### src/rtl/seven_seg_pkg.sv
`default_nettype none
// ============================================================================
// Module   : seven_seg_pkg
// Purpose  : Shared seven-segment definitions for the hex-to-segment encoder
//            and the segment-to-hex readback decoder.
// Contents : seg_t          - one active-low segment bus, bit 0 = segment a
//            SEG_PATTERNS   - active-low glyphs for nibbles 0..F
//            SEG_BLANK      - fully dark digit
//            hs_state_e     - valid/ready handshake state
//            idx_width()    - index width helper, never below 1 bit
// Revision : 1.0 - initial release
// ============================================================================
package seven_seg_pkg;

  // One digit, active-low, bit6..bit0 = g..a.
  typedef logic [6:0] seg_t;

  // A digit with every segment off.
  localparam seg_t SEG_BLANK = 7'b1111111;

  // Glyph table indexed by the nibble it represents.
  localparam seg_t SEG_PATTERNS [16] = '{
    7'b1000000,  // 0
    7'b1111001,  // 1
    7'b0100100,  // 2
    7'b0110000,  // 3
    7'b0011001,  // 4
    7'b0010010,  // 5
    7'b0000010,  // 6
    7'b1111000,  // 7
    7'b0000000,  // 8
    7'b0010000,  // 9
    7'b0001000,  // A
    7'b0000011,  // b
    7'b1000110,  // C
    7'b0100001,  // d
    7'b0000110,  // E
    7'b0001110   // F
  };

  // Output handshake: IDLE has nothing pending, HOLD presents a word.
  typedef enum logic [0:0] {
    IDLE = 1'b0,
    HOLD = 1'b1
  } hs_state_e;

  // Width of an index into N items; a single item still gets one bit.
  function automatic int unsigned idx_width(input int unsigned n);
    return (n > 1) ? $clog2(n) : 1;
  endfunction

endpackage : seven_seg_pkg
`default_nettype wire

### src/rtl/seg_pattern_decode.sv
`default_nettype none
// ============================================================================
// Module   : seg_pattern_decode
// Purpose  : Combinational decode of one active-low seven-segment digit back
//            to the nibble it displays.
// Ports    : seg_i      in  7  active-low segment bus, bit 0 = segment a
//            nibble_o   out 4  decoded value (0 when blank or invalid)
//            blank_o    out 1  digit is fully dark
//            invalid_o  out 1  pattern is neither a glyph nor blank
// Revision : 1.0 - initial release
// ============================================================================
module seg_pattern_decode
  import seven_seg_pkg::*;
(
  input  seg_t       seg_i,
  output logic [3:0] nibble_o,
  output logic       blank_o,
  output logic       invalid_o
);

  always_comb begin
    nibble_o  = 4'h0;
    blank_o   = 1'b0;
    invalid_o = 1'b1;
    if (seg_i == SEG_BLANK) begin
      blank_o   = 1'b1;
      invalid_o = 1'b0;
    end else begin
      // Glyphs are unique, so at most one entry can match.
      for (int i = 0; i < 16; i++) begin
        if (seg_i == SEG_PATTERNS[i]) begin
          nibble_o  = 4'(i);
          invalid_o = 1'b0;
        end
      end
    end
  end

endmodule : seg_pattern_decode
`default_nettype wire

### src/rtl/seven_seg_decoder.sv
`default_nettype none
// ============================================================================
// Module   : seven_seg_decoder
// Purpose  : Display readback monitor. Watches NDIGITS active-low segment
//            buses, waits until the whole word has been stable for
//            STABLE_CYCLES clocks, decodes it to hex nibbles and offers each
//            new word on a valid/ready handshake.
// Ports    : clk         in  1            system clock
//            reset       in  1            synchronous active-high reset
//            hex_in      in  7*NDIGITS    digit i at [7i+6:7i], active-low
//            ready       in  1            consumer accepts the word
//            value       out 4*NDIGITS    decoded nibbles, digit i at [4i+3:4i]
//            blank_mask  out NDIGITS      digit i was fully dark
//            valid       out 1            value/blank_mask hold a pending word
//            err         out 1            pulse: qualified word undecodable
//            err_digit   out ERR_W        lowest undecodable digit index
//            overrun     out 1            pulse: pending word overwritten
// Revision : 1.0 - initial release
// ============================================================================
module seven_seg_decoder
  import seven_seg_pkg::*;
#(
  parameter  int NDIGITS       = 4,
  parameter  int STABLE_CYCLES = 4,
  localparam int ERR_W         = idx_width(NDIGITS),
  localparam int CNT_W         = $clog2(STABLE_CYCLES + 1)
) (
  input  logic                   clk,
  input  logic                   reset,
  input  logic [7*NDIGITS-1:0]   hex_in,
  input  logic                   ready,
  output logic [4*NDIGITS-1:0]   value,
  output logic [NDIGITS-1:0]     blank_mask,
  output logic                   valid,
  output logic                   err,
  output logic [ERR_W-1:0]       err_digit,
  output logic                   overrun
);

  localparam logic [CNT_W-1:0] CNT_QUAL = CNT_W'(STABLE_CYCLES - 1);
  localparam logic [CNT_W-1:0] CNT_MAX  = CNT_W'(STABLE_CYCLES);

  // --------------------------------------------------------------------------
  // State
  // --------------------------------------------------------------------------
  logic [7*NDIGITS-1:0] s_q,         s_d;
  logic [CNT_W-1:0]     cnt_q,       cnt_d;
  logic                 reported_q,  reported_d;
  logic [7*NDIGITS-1:0] last_q,      last_d;
  hs_state_e            state_q,     state_d;
  logic [4*NDIGITS-1:0] value_q,     value_d;
  logic [NDIGITS-1:0]   blank_q,     blank_d;
  logic                 err_q,       err_d;
  logic [ERR_W-1:0]     err_digit_q, err_digit_d;
  logic                 overrun_q,   overrun_d;

  // --------------------------------------------------------------------------
  // Per-digit decode of the incoming word. On a qualifying edge hex_in equals
  // the sampled word, so decoding hex_in directly avoids an extra stage.
  // --------------------------------------------------------------------------
  logic [4*NDIGITS-1:0] w_nibbles;
  logic [NDIGITS-1:0]   w_blank;
  logic [NDIGITS-1:0]   w_invalid;

  for (genvar gi = 0; gi < NDIGITS; gi++) begin : g_digit
    seg_pattern_decode u_dec (
      .seg_i     (hex_in[7*gi +: 7]),
      .nibble_o  (w_nibbles[4*gi +: 4]),
      .blank_o   (w_blank[gi]),
      .invalid_o (w_invalid[gi])
    );
  end

  // --------------------------------------------------------------------------
  // Qualification and event decode
  // --------------------------------------------------------------------------
  logic             w_same;
  logic             w_qual;
  logic             w_new;
  logic             w_load;
  logic             w_bad;
  logic             w_xfer;
  logic [ERR_W-1:0] w_err_idx;

  assign w_same = (hex_in == s_q);
  // cnt saturates at STABLE_CYCLES, so this matches once per stable run.
  assign w_qual = w_same && (cnt_q == CNT_QUAL);
  // A word equal to the last reported one is a glitch returning to the
  // previous display and is swallowed.
  assign w_new  = w_qual && !(reported_q && (hex_in == last_q));
  assign w_bad  = w_new && (|w_invalid);
  assign w_load = w_new && !(|w_invalid);
  assign w_xfer = (state_q == HOLD) && ready;

  // Lowest-index invalid digit wins: scan high to low so the last hit sticks.
  always_comb begin
    w_err_idx = '0;
    for (int i = NDIGITS - 1; i >= 0; i--) begin
      if (w_invalid[i]) begin
        w_err_idx = ERR_W'(i);
      end
    end
  end

  // --------------------------------------------------------------------------
  // Next-state logic
  // --------------------------------------------------------------------------
  always_comb begin
    s_d         = hex_in;
    cnt_d       = cnt_q;
    reported_d  = reported_q;
    last_d      = last_q;
    state_d     = state_q;
    value_d     = value_q;
    blank_d     = blank_q;
    err_d       = 1'b0;
    err_digit_d = err_digit_q;
    overrun_d   = 1'b0;

    // Stability filter
    if (!w_same) begin
      cnt_d = '0;
    end else if (cnt_q != CNT_MAX) begin
      cnt_d = cnt_q + 1'b1;
    end

    // Both outcomes of a new word remember it, so a repeat is suppressed.
    if (w_new) begin
      last_d     = hex_in;
      reported_d = 1'b1;
    end

    if (w_bad) begin
      err_d       = 1'b1;
      err_digit_d = w_err_idx;
    end

    // Handshake. A load always leaves HOLD; a load over an untaken word
    // is an overrun, while a load coinciding with a transfer is not.
    if (w_load) begin
      value_d   = w_nibbles;
      blank_d   = w_blank;
      state_d   = HOLD;
      overrun_d = (state_q == HOLD) && !ready;
    end else if (w_xfer) begin
      state_d   = IDLE;
    end
  end

  // --------------------------------------------------------------------------
  // Registers
  // --------------------------------------------------------------------------
  always_ff @(posedge clk) begin
    if (reset) begin
      s_q         <= '1;
      cnt_q       <= '0;
      reported_q  <= 1'b0;
      last_q      <= '1;
      state_q     <= IDLE;
      value_q     <= '0;
      blank_q     <= '0;
      err_q       <= 1'b0;
      err_digit_q <= '0;
      overrun_q   <= 1'b0;
    end else begin
      s_q         <= s_d;
      cnt_q       <= cnt_d;
      reported_q  <= reported_d;
      last_q      <= last_d;
      state_q     <= state_d;
      value_q     <= value_d;
      blank_q     <= blank_d;
      err_q       <= err_d;
      err_digit_q <= err_digit_d;
      overrun_q   <= overrun_d;
    end
  end

  assign value      = value_q;
  assign blank_mask = blank_q;
  assign valid      = (state_q == HOLD);
  assign err        = err_q;
  assign err_digit  = err_digit_q;
  assign overrun    = overrun_q;

endmodule : seven_seg_decoder
`default_nettype wire

### config.mk
export PLATFORM = sky130hd
export DESIGN_NAME = seven_seg_decoder
export DESIGN_NICKNAME = d
export VERILOG_FILES = /design/src/rtl/seven_seg_pkg.sv /design/src/rtl/seg_pattern_decode.sv /design/src/rtl/seven_seg_decoder.sv
export SDC_FILE = /design/constraint.sdc
export NUM_CORES = 1
export LEC_CHECK = 0
export ABC_AREA = 1
export BUFFER_PORTS_ARGS = -buffer_cell sky130_fd_sc_hd__clkbuf_2
export CAP_MARGIN = 20
export CORE_ASPECT_RATIO = 1.5
export CORE_MARGIN = 3
export CORE_UTILIZATION = 49
export DETAILED_ROUTE_END_ITERATION = 7
export PLACE_DENSITY_LB_ADDON = 0.05
export SETUP_SLACK_MARGIN = 0.1
export SLEW_MARGIN = 15
export SYNTH_ARGS = -nofsm -noshare
export SYNTH_HDL_FRONTEND = slang
export SYNTH_SLANG_ARGS = --single-unit
### constraint.sdc
create_clock -name clk -period 2.54 [get_ports clk]
set_input_delay 0.508 -clock clk [delete_from_list [all_inputs] [get_ports clk]]
set_output_delay 0.508 -clock clk [all_outputs]
set_load 0.01 [all_outputs]
---- After elaboration in Yosys (flattened, before gate mapping) ----
Index checks and enable logic that the tools add are counted.
storage, ports and cells
  word-level logic and storage cells ...... 242
  bits in registers ....................... 85
  output and inout bits ................... 25
  input port bits ......................... 31
cells by class
  reductions and logical operators ........ 18
  equality and inequality tests ........... 68
  bitwise logic cells ..................... 2
  multiplexer cells ....................... 143
  add/sub/neg operators ................... 1
operators by type and width
  cell                                            number
  2-to-1 mux 4 bit                                36
  == test 7 bit (second input constant)           20
  == test 7 x 5 -> 1 bit (second input constant)  12
  == test 7 x 6 -> 1 bit (second input constant)  12
  2-to-1 mux 1 bit                                79
  == test 28 bit                                  2
  == test 7 x 2 -> 1 bit (second input constant)  8
  == test 7 x 4 -> 1 bit (second input constant)  8
  2-to-1 mux 3 bit                                16
  == test 7 x 3 -> 1 bit (second input constant)  4
  logical NOT 7 bit                               4
  2-to-1 mux 2 bit                                12
  logical AND 1 bit                               7
  OR reduction 2 bit                              2
  OR reduction 4 bit                              1
  adder 3 x 1 -> 3 bit (second input constant)    1
  == test 3 x 2 -> 1 bit (second input constant)  1
  logical NOT 1 bit                               3
  inequality test 3 bit (second input constant)   1
  NOT 1 bit                                       2
  nonzero test 2 bit                              1

---- Depth between registers and ports, before layout ----
  word-level depth ........................ 23
  gate-level depth with buffers ........... 16
  depth with buffers taken out ............ 15

---- Hierarchy ----
From an unflattened synthesis, not the netlist that was laid out.
unflattened totals
  cell total of the unflattened synthesis .. 938
  area total of the unflattened synthesis .. 5531.6 um2
by module, submodules not included
  module              cells each  instances  area an instance (um2)
  seven_seg_decoder   674         1          4225.3
  seg_pattern_decode  66          4          326.6

---- Worst setup path before layout ----
Ideal clock, no wire load.
  path type ............................... input to register
  start point ............................. input port hex_in[21]
  end point ............................... register last_q[22]
  data arrival time ....................... 1.873 ns
  path buffers ............................ 2
  required time ........................... 2.403 ns
  stages .................................. 12
  setup time .............................. 0.137 ns
  slack ................................... 0.529 ns
  path through ............................ buf_2 xnor2_1 nand2_1 nor2_1 nand2_1 nor2_4 nand3_4 nor2_2 inv_2 buf_2 nand2_1 o211ai_2
between the ends
  word-level cells in the longest chain between the ends .. 4
  elaborated cells on any way between the ends .. 6
RTL lines
  element                RTL line                  source
  from (decl)            seven_seg_decoder.sv:30   input logic [7*NDIGITS-1:0] hex_in,
  == test 28 bit         seven_seg_decoder.sv:90   assign w_new = w_qual && !(reported_q && (hex_in == last_q));
  logical AND 1 bit      seven_seg_decoder.sv:90
  logical NOT 1 bit      seven_seg_decoder.sv:90
  logical AND 1 bit (*)  seven_seg_decoder.sv:90
  to (signal assigned)   seven_seg_decoder.sv:169  last_q <= last_d;
  to (decl)              seven_seg_decoder.sv:49   logic [7*NDIGITS-1:0] last_q, last_d;
Mark *: on every way between the ends. The rest lies on a longest branch, timed or not.
A chain may end at the register's enable or synchronous reset.

---- Worst setup path after layout ----
  start point ............................. input port hex_in[17]
  end point ............................... register value_q[9], in the netlist value[9]
between the ends
  word-level cells in the longest chain between the ends .. 21
  elaborated cells on any way between the ends .. 58
RTL lines
  element                          RTL line                  source
  == test 7 bit                    seg_pattern_decode.sv:31  if (seg_i == SEG_PATTERNS[i]) begin
  2-to-1 mux 1 bit (16 in series)  seg_pattern_decode.sv:31
  2-to-1 mux 1 bit                 seg_pattern_decode.sv:25  if (seg_i == SEG_BLANK) begin
  OR reduction 4 bit               seven_seg_decoder.sv:92   assign w_load = w_new && !(|w_invalid);
  logical NOT 1 bit                seven_seg_decoder.sv:92
  logical AND 1 bit                seven_seg_decoder.sv:92
  to (signal assigned)             seven_seg_decoder.sv:171  value_q <= value_d;
  to (decl)                        seven_seg_decoder.sv:51   logic [4*NDIGITS-1:0] value_q, value_d;
Several ways; a longest one is shown, not always the timed one.

==> reports/qor_table.md <==
| Step | Metric | Value |
| --- | --- | --- |
| outcome | Status | completed |
| placement | Final GP Congestion | 0.981 |
| clock network | Latest clock arrival within the worst-skew pair | 350 ps |
| run | MaxCap Viol Count | 0 |
| layout | Net count reported at finish | 1015 |
| pwr | IR Drop Worst-Case VDD | 0.360 mV |
| logic synthesis | Flip-flop and latch count after synthesis | 85 |
| floorplanning | Overall die height | 140 um |
| layout | Sequential cell area in the final layout | 1700 sq um |
| sta | Achievable frequency | 0.459 GHz |
| clock network | Clock-pin slew on the worst setup and hold paths | 60 ps |
| sta | Worst slew margin relative to its limit | 0.529 |
| placement | Half-perimeter wire length after detailed placement | 13300 um |
| route | DRC violation total after the first TritonRoute iteration | 241 |
| global route | Global-route wire length before repair | 27200 um |
| global route | Total overflow reported by the global router | 0 |
| sta | Total negative slack for setup checks | 0 ps |
| global route | Number of global-route vias before repair | 5638 |
| hold path | Kind of path behind the tightest hold check | input pin to register |
| setup path | CP arrival | 2390 ps |
| global route | Largest net degree at the start of global routing | 43 |
| layout | Inserted Diodes | 0 |
| route | Total Wirelength | 17000 um |
| sta | Slew at the pin closest to its max-slew limit | 705 ps |
| global route | Initial antenna violation count | 0 |
| sta | Total count of max-transition violations in the final report | 0 |
| floorplanning | Effective utilization at floorplan | 0.505 |
| floorplanning | Number of primary I/O pins | 56 |
| route | Via total after detailed routing | 5811 |
| setup path | Worst Setup Start Kind | input pin |
| sta | RSZ-0062 raised after global routing | false |
| clock network | Root buffer selected by CTS | clkbuf_16 |
| pwr | Total power | 3.04 mW |
| placement | Count of port buffers added during placement | 55 |
| logic synthesis | Count of cell types in the netlist | 42 |
| floorplanning | Core area | 11600 sq um |
| sta | Number of hold violations in the final report | 0 |
| sta | Worst hold margin | 435 ps |
| logic synthesis | Async set or reset register ratio after synthesis | 0 |
| clock network | Hold bufs inserted after CTS | 0 |
| logic synthesis | Synth top area share | 0.291 |
| logic synthesis | Synthesis warning total | 0 |
| logic synthesis | Synth Net Count | 976 |
| sta | Portion of the clock cycle consumed by the worst path in the final layout | 0.857 |
| setup path | Critical Path Fanout Max | 21 |
| route | Via/cell ratio | 5.12 |
| logic synthesis | Gate count after technology mapping | 942 |
| logic synthesis | Seq/Total Area, Yosys | 0.291 |
| floorplanning | Die Area | 13300 sq um |
| route | Wire length per cell | 15.0 um |
| logic synthesis | Cell Area, Synth | 5850 sq um |
| clock network | Number of buffers on the longest clock path | 2 |
| clock network | H-tree level count | 3 |
| clock network | Sink count of the clock tree | 85 |
| layout | Area of the multi-input gates | 3470 sq um |
| logic synthesis | Number of synthesized flops with an enable pin | 0 |
| sta | Clock Skews | 8.79 ps |
| clock network | Number of buffers inserted during clock tree synthesis | 9 |
| clock network | Post-CTS setup repair buffer count | 0 |
| pwr | Static Leakage | 3.28 nW |
| route | Number of routed nets with antenna violations | 0 |
| logic synthesis | Top FF cell, synth | dfxtp_1 |
| layout | Util after Layout | 0.558 |
| setup path | Required time reported for the critical path endpoint | 2750 ps |
| route | Count of unresolved DRC violations after routing | 0 |
| clock network | Clock tree from TritonCTS | done |
| sta | Final setup fails | 0 |
| floorplanning | Number of rows created at floorplan | 48 |
| floorplanning | Horizontal die dimension | 95.2 um |
| setup path | Kind of end point of the critical path | register |
| sta | Post-layout min period | 2180 ps |
| logic synthesis | Post-synthesis area per instance | 6.21 sq um |
| layout | FILL cells | 1262 |
| global route | Total global routing track utilization | 0.263 |
| logic synthesis | Leading area contributor after synthesis | dfxtp_1 |
| clock network | CTS-repair resized insts | 0 |
| route | DR pass1 iterations | 5 |
| layout | Fraction of final layout cells with drive strength greater than 1 | 0.176 |
| layout | Growth of design area from synthesis to finish | 10.5% |
| logic synthesis | Largest cells by area after synthesis | dfxtp_1, nand2_1, nor2_1, xnor2_1, inv_1 |
| setup path | Worst setup path category | input pin to register |
| placement | Pre-CTS WS | -10.4 ps |
| pwr | Power per Cell Area | 471 nW/um^2 |
| sta | Worst Slack Setup Final | 363 ps |
[layout make-up]
cell class                      instances  area share
Sequential cell                        85       0.263
Tap cell                              150      0.0290
Inverter                              111      0.0648
Multi-Input combinational cell        706       0.537
Timing Repair Buffer                   68      0.0635
Clock inverter                          6     0.00716
Clock buffer                           10      0.0354
[metal layers]
layer | share of wire | global-route usage | vias to the layer above
met5 | 0 | 0 | -
met4 | 0.049 | 0.144 | 0
met3 | 0.035 | 0.0308 | 50
met2 | 0.52 | 0.475 | 146
met1 | 0.39 | 0.291 | 2615
li1 | - | - | 3000
[sequential cells by signal (all words and copies together), names as in the netlist]
name and flops:
last_q 28, valid 1, err_digit 2, reported_q 1
cnt_q 3, s_q 28, err 1, value 16
blank_mask 4, overrun 1
[where the power goes]
group,switching (mW),internal (mW),total (mW)
sequential,0.0101,1.36,1.37
combinational,0.291,0.136,0.426
clock,0.581,0.670,1.25
total,0.881,2.16,3.04
[cells in the mapped netlist, types with 3 or more instances]
| cell type | n |
|---|---|
| inv_2 | 27 |
| buf_2 | 11 |
| a21oi_1 | 47 |
| nand3_2 | 11 |
| buf_4 | 12 |
| nand4_1 | 16 |
| xnor2_1 | 41 |
| and2_1 | 3 |
| ha_1 | 3 |
| o211ai_2 | 7 |
| nor3_1 | 7 |
| clkinv_1 | 3 |
| nor2_4 | 8 |
| buf_1 | 3 |
| nand3_1 | 58 |
| buf_6 | 5 |
| o21ai_1 | 13 |
| nor2_2 | 16 |
| o21ai_0 | 19 |
| clkbuf_1 | 6 |
| inv_1 | 80 |
| nand2_1 | 289 |
| a21oi_2 | 7 |
| nand2_2 | 10 |
| dfxtp_1 | 85 |
| nor2_1 | 138 |
[critical path, cell delays in order]
cell and delay, ps:
clkbuf_2 210, xnor2_1 220, nand2_1 90, nor2_1 120
nand2_1 130, nor2_4 150, nand3_4 140, nor2_4 170
nand3_2 370, nand2_1 210, a21oi_2 60
[stage by stage]
stage	cell area [sq um]	std cells
final	6460	1136
after global routing	6460	1136
after CTS	6460	1136
after floorplan	5850	942
after global placement	6190	1120
after detailed placement	6190	1120
[logic make-up (layout without fill, tap and decap cells)]
family,count (synthesis),after routing,synth area share
AND/OR/NAND/NOR,566,566,0.428
buffers and inverters,151,195,0.116
AO/OA/AOI/OAI,95,95,0.0956
flip-flops,85,85,0.291
XOR/XNOR,42,42,0.0629
adder cells (fa/ha/maj),3,3,0.00642
[layout by cell type, fill, tap and decap left out, drive strengths merged, types with 8 or more instances in the layout]
cell type	n
nand3	70
o21ai	32
buf	13
nor2	163
clkbuf	65
a21oi	54
dfxtp	85
inv	110
nand2	299
xnor2	41
nand4	16
o211ai	8
[path summary, 6_finish.rpt]
kind	startpoint	endpoint	slack [ps]	cells past startpoint
setup / recovery	hex_in[17]	value[9]	360	11
hold / removal	ready	overrun	430	3
setup reg to reg	s_q[13]	value[9]	470	10
hold reg to reg	value[4]	value[4]	460	2
(Power assumes the default switching activity.)
